[src/rtl/uart_tx_fifo.sv]
// uart_tx_fifo
//   Serial console transmitter. Bytes enter a small FIFO through a
//   valid/ready handshake. Each byte then leaves on tx_o as an 8N1 frame:
//   one start bit, eight data bits LSB first, and one stop bit.
//
// Ports
//   clk      : single clock, rising edge
//   reset    : synchronous, active high; flushes the FIFO and aborts any frame
//   data_i   : byte to enqueue
//   valid_i  : data_i is valid this cycle
//   ready_o  : FIFO not full (driven only by the registered count)
//   tx_o     : registered serial line, idle high
//   busy_o   : transmitter active or bytes still queued
//   count_o  : number of queued bytes

module uart_tx_fifo #(
    parameter int CLOCK_HZ = 625,
    parameter int BAUD     = 78,
    parameter int DEPTH    = 4
) (
    input  logic                   clk,
    input  logic                   reset,
    input  logic [7:0]             data_i,
    input  logic                   valid_i,
    output logic                   ready_o,
    output logic                   tx_o,
    output logic                   busy_o,
    output logic [$clog2(DEPTH):0] count_o
);

    localparam int DIV = CLOCK_HZ / BAUD;
    localparam int AW  = $clog2(DEPTH);
    localparam int CW  = AW + 1;
    localparam int BW  = (DIV >= 2) ? $clog2(DIV) : 1;

    if (DIV < 2) begin : g_div_check
        $error("uart_tx_fifo: CLOCK_HZ/BAUD must be at least 2");
    end
    if (DEPTH < 2 || (DEPTH & (DEPTH - 1)) != 0) begin : g_depth_check
        $error("uart_tx_fifo: DEPTH must be a power of two and at least 2");
    end

    typedef enum logic [1:0] {IDLE, START, DATA, STOP} state_t;

    state_t          state;
    logic [7:0]      mem [DEPTH];
    logic [AW-1:0]   wr_ptr;
    logic [AW-1:0]   rd_ptr;
    logic [CW-1:0]   count;
    logic [BW-1:0]   baud_cnt;
    logic [2:0]      bit_idx;
    logic [7:0]      shift;
    logic            push;
    logic            pop;
    logic            bit_done;

    // ready_o does not look ahead at a same-cycle pop, so a full FIFO
    // refuses a push even on the edge that frees an entry.
    assign ready_o  = (count != CW'(DEPTH));
    assign push     = valid_i && ready_o;
    assign pop      = (state == IDLE) && (count != '0);
    assign bit_done = (baud_cnt == BW'(DIV - 1));
    assign busy_o   = (state != IDLE) || (count != '0);
    assign count_o  = count;

    // Storage is left unreset; the flushed pointers and count make old
    // contents unreachable.
    always_ff @(posedge clk) begin
        if (push)
            mem[wr_ptr] <= data_i;
    end

    always_ff @(posedge clk) begin
        if (reset) begin
            state    <= IDLE;
            tx_o     <= 1'b1;
            wr_ptr   <= '0;
            rd_ptr   <= '0;
            count    <= '0;
            baud_cnt <= '0;
            bit_idx  <= '0;
            shift    <= '0;
        end else begin
            // Pointers wrap naturally because DEPTH is a power of two.
            if (push)
                wr_ptr <= wr_ptr + AW'(1);
            if (push && !pop)
                count <= count + CW'(1);
            else if (!push && pop)
                count <= count - CW'(1);

            // tx_o is loaded with the level of the state or bit being
            // entered, so every line transition lands on that edge.
            case (state)
                IDLE: begin
                    tx_o     <= 1'b1;
                    baud_cnt <= '0;
                    if (pop) begin
                        shift  <= mem[rd_ptr];
                        rd_ptr <= rd_ptr + AW'(1);
                        tx_o   <= 1'b0;
                        state  <= START;
                    end
                end
                START: begin
                    if (bit_done) begin
                        baud_cnt <= '0;
                        bit_idx  <= '0;
                        tx_o     <= shift[0];
                        state    <= DATA;
                    end else begin
                        baud_cnt <= baud_cnt + BW'(1);
                    end
                end
                DATA: begin
                    if (bit_done) begin
                        baud_cnt <= '0;
                        shift    <= {1'b0, shift[7:1]};
                        if (bit_idx == 3'd7) begin
                            tx_o  <= 1'b1;
                            state <= STOP;
                        end else begin
                            bit_idx <= bit_idx + 3'd1;
                            // shift[1] is the next bit once this shift lands.
                            tx_o    <= shift[1];
                        end
                    end else begin
                        baud_cnt <= baud_cnt + BW'(1);
                    end
                end
                STOP: begin
                    if (bit_done) begin
                        baud_cnt <= '0;
                        state    <= IDLE;
                    end else begin
                        baud_cnt <= baud_cnt + BW'(1);
                    end
                end
                default: state <= IDLE;
            endcase
        end
    end

endmodule

[config.mk]
export PLATFORM = sky130hd
export DESIGN_NAME = uart_tx_fifo
export DESIGN_NICKNAME = d
export VERILOG_FILES = /design/src/rtl/uart_tx_fifo.sv
export SDC_FILE = /design/constraint.sdc
export NUM_CORES = 1
export LEC_CHECK = 0
export BUFFER_PORTS_ARGS = -buffer_cell sky130_fd_sc_hd__buf_2
export CORE_ASPECT_RATIO = 1.25
export CORE_MARGIN = 2
export CORE_UTILIZATION = 30
export CTS_CLUSTER_SIZE = 16
export DETAILED_ROUTE_END_ITERATION = 10
export SKIP_LAST_GASP = 1
export SYNTH_ARGS = -nofsm -noshare
export SYNTH_HDL_FRONTEND = slang
export SYNTH_SLANG_ARGS = --single-unit
[constraint.sdc]
create_clock -name clk -period 4.18 [get_ports clk]
set_input_delay 0.418 -clock clk [delete_from_list [all_inputs] [get_ports clk]]
set_output_delay 0.418 -clock clk [all_outputs]
set_load 0.02 [all_outputs]
; Word-level counts from Yosys, hierarchy flattened
; Memory sizes are Yosys's and may differ from the RTL's. A register that Yosys moved wholly into a read port is not among the register bits.
; Index checks and enable logic that the tools add are counted.
[op_classes]
addsub = 6
mul = 0
n_div = 0
order_cmp = 0
n_eq_ne = 12
shifts = 0
muxes = 26
n_bitwise = 0
n_reduce_logical = 20
[ops]
columns = cell, count
row1 = 3-bit 2-to-1 mux, 6
row2 = 8-bit 2-to-1 mux, 2
row3 = 8-bit case mux with 2 select lines, 1
row4 = 2-bit 2-to-1 mux, 7
row5 = "2-bit inequality test, second input constant", 6
row6 = 3-bit case mux with 2 select lines, 2
row7 = "3-bit by 1-bit adder with 3-bit output, second input constant", 3
row8 = 2-bit case mux with 4 select lines, 1
row9 = 2-bit nonzero test, 4
row10 = "3-bit == test, second input constant", 2
row11 = 1-bit 2-to-1 mux, 6
row12 = 3-bit AND reduction, 2
row13 = 3-bit nonzero test, 2
row14 = 5-bit AND reduction, 1
row15 = "2-bit by 1-bit adder with 2-bit output, second input constant", 2
row16 = "2-bit == test, second input constant", 2
row17 = 1-bit logical AND, 4
row18 = 4-bit AND reduction, 1
row19 = "3-bit inequality test, second input constant", 1
row20 = 1-bit case mux with 3 select lines, 1
row21 = 3-bit OR reduction, 1
row22 = "3-bit by 1-bit subtractor with 3-bit output, second input constant", 1
row23 = "2-bit by 1-bit == test with 1-bit output, second input constant", 1
row24 = 1-bit logical NOT, 2
row25 = other kinds (3), 3
[word_totals]
ff_bits = 24
latchBits = 0
ram_bits = 32
mem_bits_ro = 0
in_bits = 11
output_inout_bits = 6
wordCells = 73
memories = 1
[memory_table]
columns = name, words, width, rd, rd_ports_with_merged_regs, wr, line_no
row1 = mem, 4, 8, 1, 1, 1, 46  ; logic [7:0] mem [DEPTH];

; Logic depth before layout (Yosys ltp)
; Gate-level depths: netlist of run 1.
[depth]
word_depth = 6
mapped_depth = 9
ltp_nobuf = 9

; Least setup slack after synthesis of run 1
; No wires, ideal clock.
[synth_timing]
kind = flip-flop to flip-flop
startpoint = reg count[0] (netlist: count_o[0])
endpoint = reg count[2] (netlist: count_o[2])
setup_ns = 0.071
arrival_ns = 2.131
t_required_ns = 4.109
setup_slack_ns = 1.978
path_stages_with_launch = 8
path_buffers = 0
synth_period_minus_slack_ns = 2.202
cell_sequence = dfxtp_1 -> o31ai_1 -> ha_1 -> inv_1 -> fa_1 -> xor2_1 -> or3_1 -> a21oi_1
[synth_between]
elab_chain_len = 5
elab_cells_between_ends = 13
cone_classes = 2 x add/sub / 1 x eq/ne / 2 x mux / 8 x reduce/logical
[synth_lines]
columns = element, line_no
row1 = "start, declared", 49  ; logic [CW-1:0] count;
row2 = "start signal, assigned", 88  ; count <= count + CW'(1);
row3 = "start signal, assigned", 90  ; count <= count - CW'(1);
row4 = "parallel branches: the longest is 5 deep, another holds 3-bit by 1-bit subtractor with 3-bit output", --
; Parallel ways; which one is timed is not known. The select of a mux whose other input is x is not followed.
; A chain may end at the register's enable or synchronous reset.

; Worst setup path after layout of run 1
[layout_timing]
startpoint = reg state[0]
endpoint = out busy_o
[layout_between]
elab_chain_len = 2
[layout_lines]
columns = element, line_no
row1 = "start, declared", 45  ; state_t state;
row2 = "start signal, assigned", 75  ; state <= IDLE;
row3 = "start signal, assigned", 102  ; state <= START;
row4 = "start signal, assigned", 110  ; state <= DATA;
row5 = 2-bit nonzero test, 63  ; assign busy_o = (state != IDLE) || (count != '0);
row6 = 1-bit logical OR, 63
row7 = "end, declared", 27  ; output logic busy_o,
; No other way between the ends.

==> run_results.csv, run 1 <==
group,metric,value,unit
floorplan,die_h,107.1,um
clock_network,clk_pin_slew,0.06,ns
yosys,syn_area_per_cell,13.07,sq um
sta,period_share,57.70,%
floorplan,dieArea,9253,sq um
yosys,yosys-top-cells-count,"edfxtp_1 (32), dfxtp_1 (26), a21oi_1 (14), ha_1 (13), mux2_2 (13)",
job,maxCapViolations,0,
power_and_ir_drop,ir_drop,198.3,uV
place,hpwl,3.119,mm
yosys,ys.flop_type,"edfxtp_1",
yosys,yosysTopAreaCellShare,37.70,%
yosys,synth_cells,195,
worst_setup_path,endpoint_kind,"output port",
floorplan,placementRows,37,
yosys,yosysTopAreaCell,"edfxtp_1",
worst_setup_path,r2r_cells,9,
final_layout,drive_gt1_share,23.39,%
global_routing,overflow,0,
clock_network,clock_latency,0.35,ns
clock_network,post_cts_buffers,0,
yosys,synth_edf_count,32,
power_and_ir_drop,p_seq_share,40.1,%
power_and_ir_drop,power.switching,0.6730,mW
drt,post-route-drc-count,0,
worst_setup_path,cp-start-kind,"register",
power_and_ir_drop,combPwrFrac,35.5,%
clock_network,cts_buffers,9,
yosys,synth.most_common_cell,"edfxtp_1",
drt,wl,4.663,mm
worst_setup_path,cp.required,3.76,ns
yosys,ys_seq_area_share,58.12,%
sta,fmax,414.6,MHz
global_routing,grt_max_degree,27,
sta,finalSetupViolCount,0,
yosys,netlist_area,2549,sq um
yosys,synth_seq_cells,58,
global_routing,grt_antenna_before_repair,0,
place,gp_congestion,0.7273,
worst_setup_path,cp_top_family,"simple AND/OR/NAND/NOR gates",
yosys,yosys_warnings,0,
min_path,hold_depth,1,
clock_network,cts_buffer_depth,2,
final_layout,area_delta_synth_final,13.21,%
drt,ant_nets,0,
clock_network,cts_tree,"yes",
global_routing,grt_pass1_vias,1571,
worst_setup_path,worstPathArrival,1.99,ns
final_layout,fillers,823,
worst_setup_path,cp.buffers_inverters,2,
yosys,synthArstFlopShare,0,%
clock_network,clock_sinks,58,
drt,vias,1572,
clock_network,htree_levels,3,
min_path,worstHoldEndpoint,"mem[3][5]$_DFFE_PP_",
drt,wl_per_cell,14.80,um
power_and_ir_drop,totalPowerFinal,1.950,mW
place,pre_cts_ws,1.865,ns
worst_setup_path,slowest_stage,"or4b_1",
sta,tns,0,ns
drt,dr.pass1.iters,4,
worst_setup_path,r2r-start,"state[0]$_SDFFE_PP0P_",
floorplan,die_width,86.44,um
sta,drv_slew,0,
min_path,worstHoldPathType,"primary input to register",
final_layout,antennaDiodeCount,0,
sta,fin_crit,2.412,ns
power_and_ir_drop,p_leak,1.071,nW
clock_network,clockRootBuffer,"clkbuf_8",
worst_setup_path,crit_fanout,10,
min_path,min_from,"data_i[5]",
floorplan,io_pins,17,
yosys,synthTopCellsByArea,"edfxtp_1 (38%), dfxtp_1 (20%), ha_1 (6.4%), mux2_2 (5.7%), a211oi_2 (3.4%)",
global_routing,grt_use_total,11.42,%
worst_setup_path,r2r_setup_slack,1.86,ns
clock_network,cts_resized,0,
worst_setup_path,r2r-end,"count_o[2]$_SDFFE_PP0P_",
power_and_ir_drop,clock_power_share,24.4,%
worst_setup_path,cp_slowest_stage_delay,0.68,ns
floorplan,start_util,30.93,%
worst_setup_path,worstPathCellList,"inv_1, ha_1, or4b_1, buf_2",
yosys,synth.distinct_cells,41,
power_and_ir_drop,intPower,1.277,mW
status,outcome,"finished, final reports clean",
sta,relSlewSlack,51.31,%
final_layout,nets,238,
place,port-buffer-count,16,
yosys,syn_nets,220,
sta,worst_slack,1.768,ns
clock_network,hold_buffers,0,
sta,hold_violations,0,
drt,drt_iter0_markers,129,
drt,viasPerCell,4.990,
sta,worstMarginPinSlew,0.7294,ns
power_and_ir_drop,switching_share,34.51,%
worst_setup_path,path_class,"register to output port",
sta,rsz0062_at_grt,"no",
floorplan,core_area,8240,sq um
sta,clock_skew,0.005641,ns
power_and_ir_drop,powerDensity,675.8,nW/um^2
global_routing,grt_pass1_wl,7.797,mm
[power by group through the flow]
stage	logic [mW]	clock network [mW]	registers (mW)
final	0.692	0.477	0.781
after detailed placement	0.695	0	0.795
after global placement	0.690	0	0.790
after floorplan	0.577	0	0.774
after CTS	0.699	0.489	0.784
after global routing	0.770	0.519	0.796
[layout make-up]
cell class / instances / area (sq um) / share of cell area, %
flip-flops and latches: 58 / 1481 / 51.34
multi-input cells: 121 / 997.2 / 34.56
clock buffers: 12 / 135.1 / 4.683
well taps: 97 / 121.4 / 4.206
repair buffers: 16 / 80.08 / 2.775
clock inverters: 4 / 43.79 / 1.518
inverters: 7 / 26.28 / 0.9107
[logic make-up (layout without fill, tap and decap cells)]
logic type / count (synthesis) / count (layout) / share of synthesized area [%]
AOI/OAI and AO/OA: 45 / 45 / 13.30
xor gates and xnor gates: 4 / 4 / 1.374
adders and majority gates: 14 / 14 / 7.168
buffers and inverters: 16 / 39 / 2.749
DFF: 58 / 58 / 58.12
muxes: 18 / 18 / 8.296
and+or+nand+nor: 40 / 40 / 8.984
[how the worst max path moves through the flow]
stage | start | to | slack [ns] | cells after the start
after floorplan | count_o[0]$_SDFFE_PP0P_ | count_o[2]$_SDFFE_PP0P_ | 1.98 | 7
after global placement | state[0]$_SDFFE_PP0P_ | count_o[2]$_SDFFE_PP0P_ | 1.94 | 9
after detailed placement | count_o[0]$_SDFFE_PP0P_ | count_o[2]$_SDFFE_PP0P_ | 1.87 | 7
after CTS | state[0]$_SDFFE_PP0P_ | busy_o | 1.76 | 4
after global routing | state[0]$_SDFFE_PP0P_ | busy_o | 1.67 | 4
final | state[0]$_SDFFE_PP0P_ | busy_o | 1.77 | 4
[layout by cell type (no fill, tap or decap), drive strengths merged]
cell and n:
mux2i 2, mux4 1, or4b 1, a211oi 7, buf 16, a21oi 14
inv 7, nor3b 2, nor2 9, a32o 1, and3 5, dfxtp 26
and3b 2, clkinv 3, a222oi 7, o311ai 1, clkbuf 12, a31oi 1
and2 6, o21bai 1, or3 1, nor4 1, ha 13, o21ai 9
edfxtp 32, fa 1, o21a 1, or3b 1, mux2 15, o2bb2ai 1
nand2b 3, nand2 4, bufinv 1, o31ai 1, xor2 4, nor2b 1
a21bo 1, nor3 2, nand3 2
[sequential cells by signal, summed over array words and instances (netlist names), named ones only]
signal and count:
state 2, count_o 3, wr_ptr 2, baud_cnt 3, bit_idx 3, mem 32
rd_ptr 2, shift 8, tx_o 1
[layer usage]
metal / global-route usage (%) / up-vias / wire [um]
met4: 7.031 / 0 / 129
met2: 17.47 / 33 / 2264
met5: 0 / - / 0
li1: - / 772 / -
met3: 3.464 / 7 / 223
met1: 13.92 / 760 / 2046
[stage by stage]
stage	area, sq um	utilization, %	hold slack [ns]	instances
after floorplan	2549	-	0.4072	195
after detailed placement	2706	32.84	0.4474	299
final	2885	35.01	0.2863	315
after global routing	2885	35.01	0.2789	315
after CTS	2885	35.01	0.2742	315
after global placement	2706	32.84	0.4341	299
No activity file was read; power rests on OpenSTA's default activity.
==> run 2, diff against run 1 <==
- clock period: 4.18 -> 2 ns (I/O delays scaled with it)
==> run_results.csv, run 2 (synthesis results as in run 1) <==
group,metric,value,unit
status,outcome,"finished, final reports clean",
floorplan,io_pins,17,
global_routing,grt_pass1_vias,1678,
power_and_ir_drop,p_seq_share,36.9,%
global_routing,grt_pass1_wl,7.921,mm
power_and_ir_drop,clock_power_share,23.0,%
clock_network,clock_sinks,58,
drt,ant_nets,0,
final_layout,final_common_cell,"edfxtp_1",
sta,fin_crit,1.915,ns
final_layout,top_register,"mem",
worst_setup_path,slowest_stage,"or4b_1",
power_and_ir_drop,p_leak,1.139,nW
power_and_ir_drop,totalPowerFinal,4.347,mW
power_and_ir_drop,ir_drop,777.0,uV
floorplan,start_util,30.93,%
sta,hold_violations,0,
power_and_ir_drop,combPwrFrac,40.1,%
place,port-buffer-count,16,
sta,drv_slew,0,
final_layout,area_delta_synth_final,19.00,%
floorplan,die_width,86.44,um
floorplan,placementRows,37,
sta,worstMarginPinSlew,0.5533,ns
clock_network,clockRootBuffer,"clkbuf_8",
power_and_ir_drop,switching_share,33.99,%
final_layout,reg_top3,"mem x32, shift x8",
min_path,worstHoldPathType,"primary input to register",
power_and_ir_drop,intPower,2.869,mW
clock_network,htree_levels,3,
drt,viasPerCell,4.945,
worst_setup_path,cp-start-kind,"register",
sta,tns,0,ns
sta,hold_ws,0.07541,ns
drt,wl,4.772,mm
worst_setup_path,worstPathCellList,"inv_1, ha_4, or4b_1, buf_4, buf_2",
final_layout,antennaDiodeCount,0,
drt,drt_iter0_markers,57,
sta,rsz0062_at_grt,"no",
worst_setup_path,crit_fanout,10,
power_and_ir_drop,power.switching,1.477,mW
drt,vias,1622,
global_routing,overflow,0,
floorplan,die_h,107.1,um
clock_network,cts_tree,"yes",
worst_setup_path,worstPathArrival,1.71,ns
clock_network,clock_latency,0.34,ns
drt,wl_per_cell,14.55,um
sta,worst_slack,0.08508,ns
final_layout,mostFrequentLayoutCells,"edfxtp_1 (32), dfxtp_1 (21), buf_2 (16)",
place,dp.cells,311,
clock_network,clk_pin_slew,0.06,ns
sta,finalSetupViolCount,0,
global_routing,grt_max_degree,27,
global_routing,grt_antenna_before_repair,0,
sta,relSlewSlack,63.11,%
worst_setup_path,path_class,"register to output port",
drt,post-route-drc-count,0,
worst_setup_path,endpoint_kind,"output port",
clock_network,cts_buffers,9,
final_layout,fin_util,36.81,%
final_layout,nets,251,
clock_network,cts_buffer_depth,2,
job,maxCapViolations,0,
drt,dr.pass1.iters,5,
sta,period_share,95.75,%
place,hpwl,3.318,mm
floorplan,dieArea,9253,sq um
global_routing,grt_use_total,11.42,%
power_and_ir_drop,powerDensity,1433,nW/um^2
sta,fmax,522.2,MHz
place,pre_cts_ws,0.01567,ns
worst_setup_path,cp.required,1.80,ns
worst_setup_path,cp_slowest_stage_delay,0.43,ns
final_layout,fillers,819,
final_layout,largest_register_ffs,32,
floorplan,core_area,8240,sq um
place,placed_area,2818,sq um
final_layout,design_area,3033,sq um
place,gp_congestion,0.7483,
final_layout,fin_cells,328,
final_layout,drive_gt1_share,32.03,%
sta,clock_skew,0.01070,ns
run 2: cell count changes in the layout (fill, tap and decap cells not counted), sizes merged:
| cell | delta |
|---|---|
| clkinv | +1 |
| clkbuf | -1 |
| buf | +13 |
run 2: layout make-up:
type                    instances  area, sq um  share of cell area [%]
flip-flops and latches         58         1490                   49.13
multi-input cells             121         1040                   34.28
repair buffers                 29        177.7                   5.858
clock buffers                  11        131.4                   4.332
well taps                      97        121.4                   4.002
clock inverters                 5        46.29                   1.526
inverters                       7        26.28                  0.8663
run 2: final timing paths:
kind                          startpoint                      end  slack (ns)  depth (start not counted)
setup reg to reg   state[1]$_SDFFE_PP0P_  count_o[2]$_SDFFE_PP0P_        0.11                          9
hold reg to reg   baud_cnt[0]$_SDFF_PP0_   baud_cnt[0]$_SDFF_PP0_        0.44                          1
setup / recovery   state[1]$_SDFFE_PP0P_                   busy_o        0.09                          5
hold / removal                 data_i[5]      mem[3][5]$_DFFE_PP_        0.08                          1
run 2: routing by layer:
metal  global-route usage, %  up-vias  part of all wire, %
li1                        -      802                    -
met1                   13.35      788                   45
met2                   17.97       26                   49
met3                   4.157        6                  2.8
met4                   6.362        0                  2.4
met5                       0        -                    0
run 2: repair_timing:
item                                    4_1_cts  5_1_grt
buffers inserted                              0        1
pin swaps                                     1        3
hold buffers                                  0        0
endpoints found under the setup margin        1        3
resized for setup                             0        9
gates cloned                                  0        0
run 2: power by group through the flow:
stage | logic [mW] | clock network, mW | registers, mW
final | 1.74 | 0.999 | 1.60
after global routing | 1.91 | 1.08 | 1.63
after CTS | 1.71 | 1.03 | 1.59
after detailed placement | 1.70 | 0 | 1.62
after global placement | 1.68 | 0 | 1.61
after floorplan | 1.24 | 0 | 1.63
run 2: worst max-delay path: cells and delay by family (launching register included):
family                   cells  cell delay [ns]
AND/OR/NAND/NOR              1             0.43
buffers and inverters        3             0.45
adder cells (fa/ha/maj)      1             0.17
flip-flops                   1             0.32
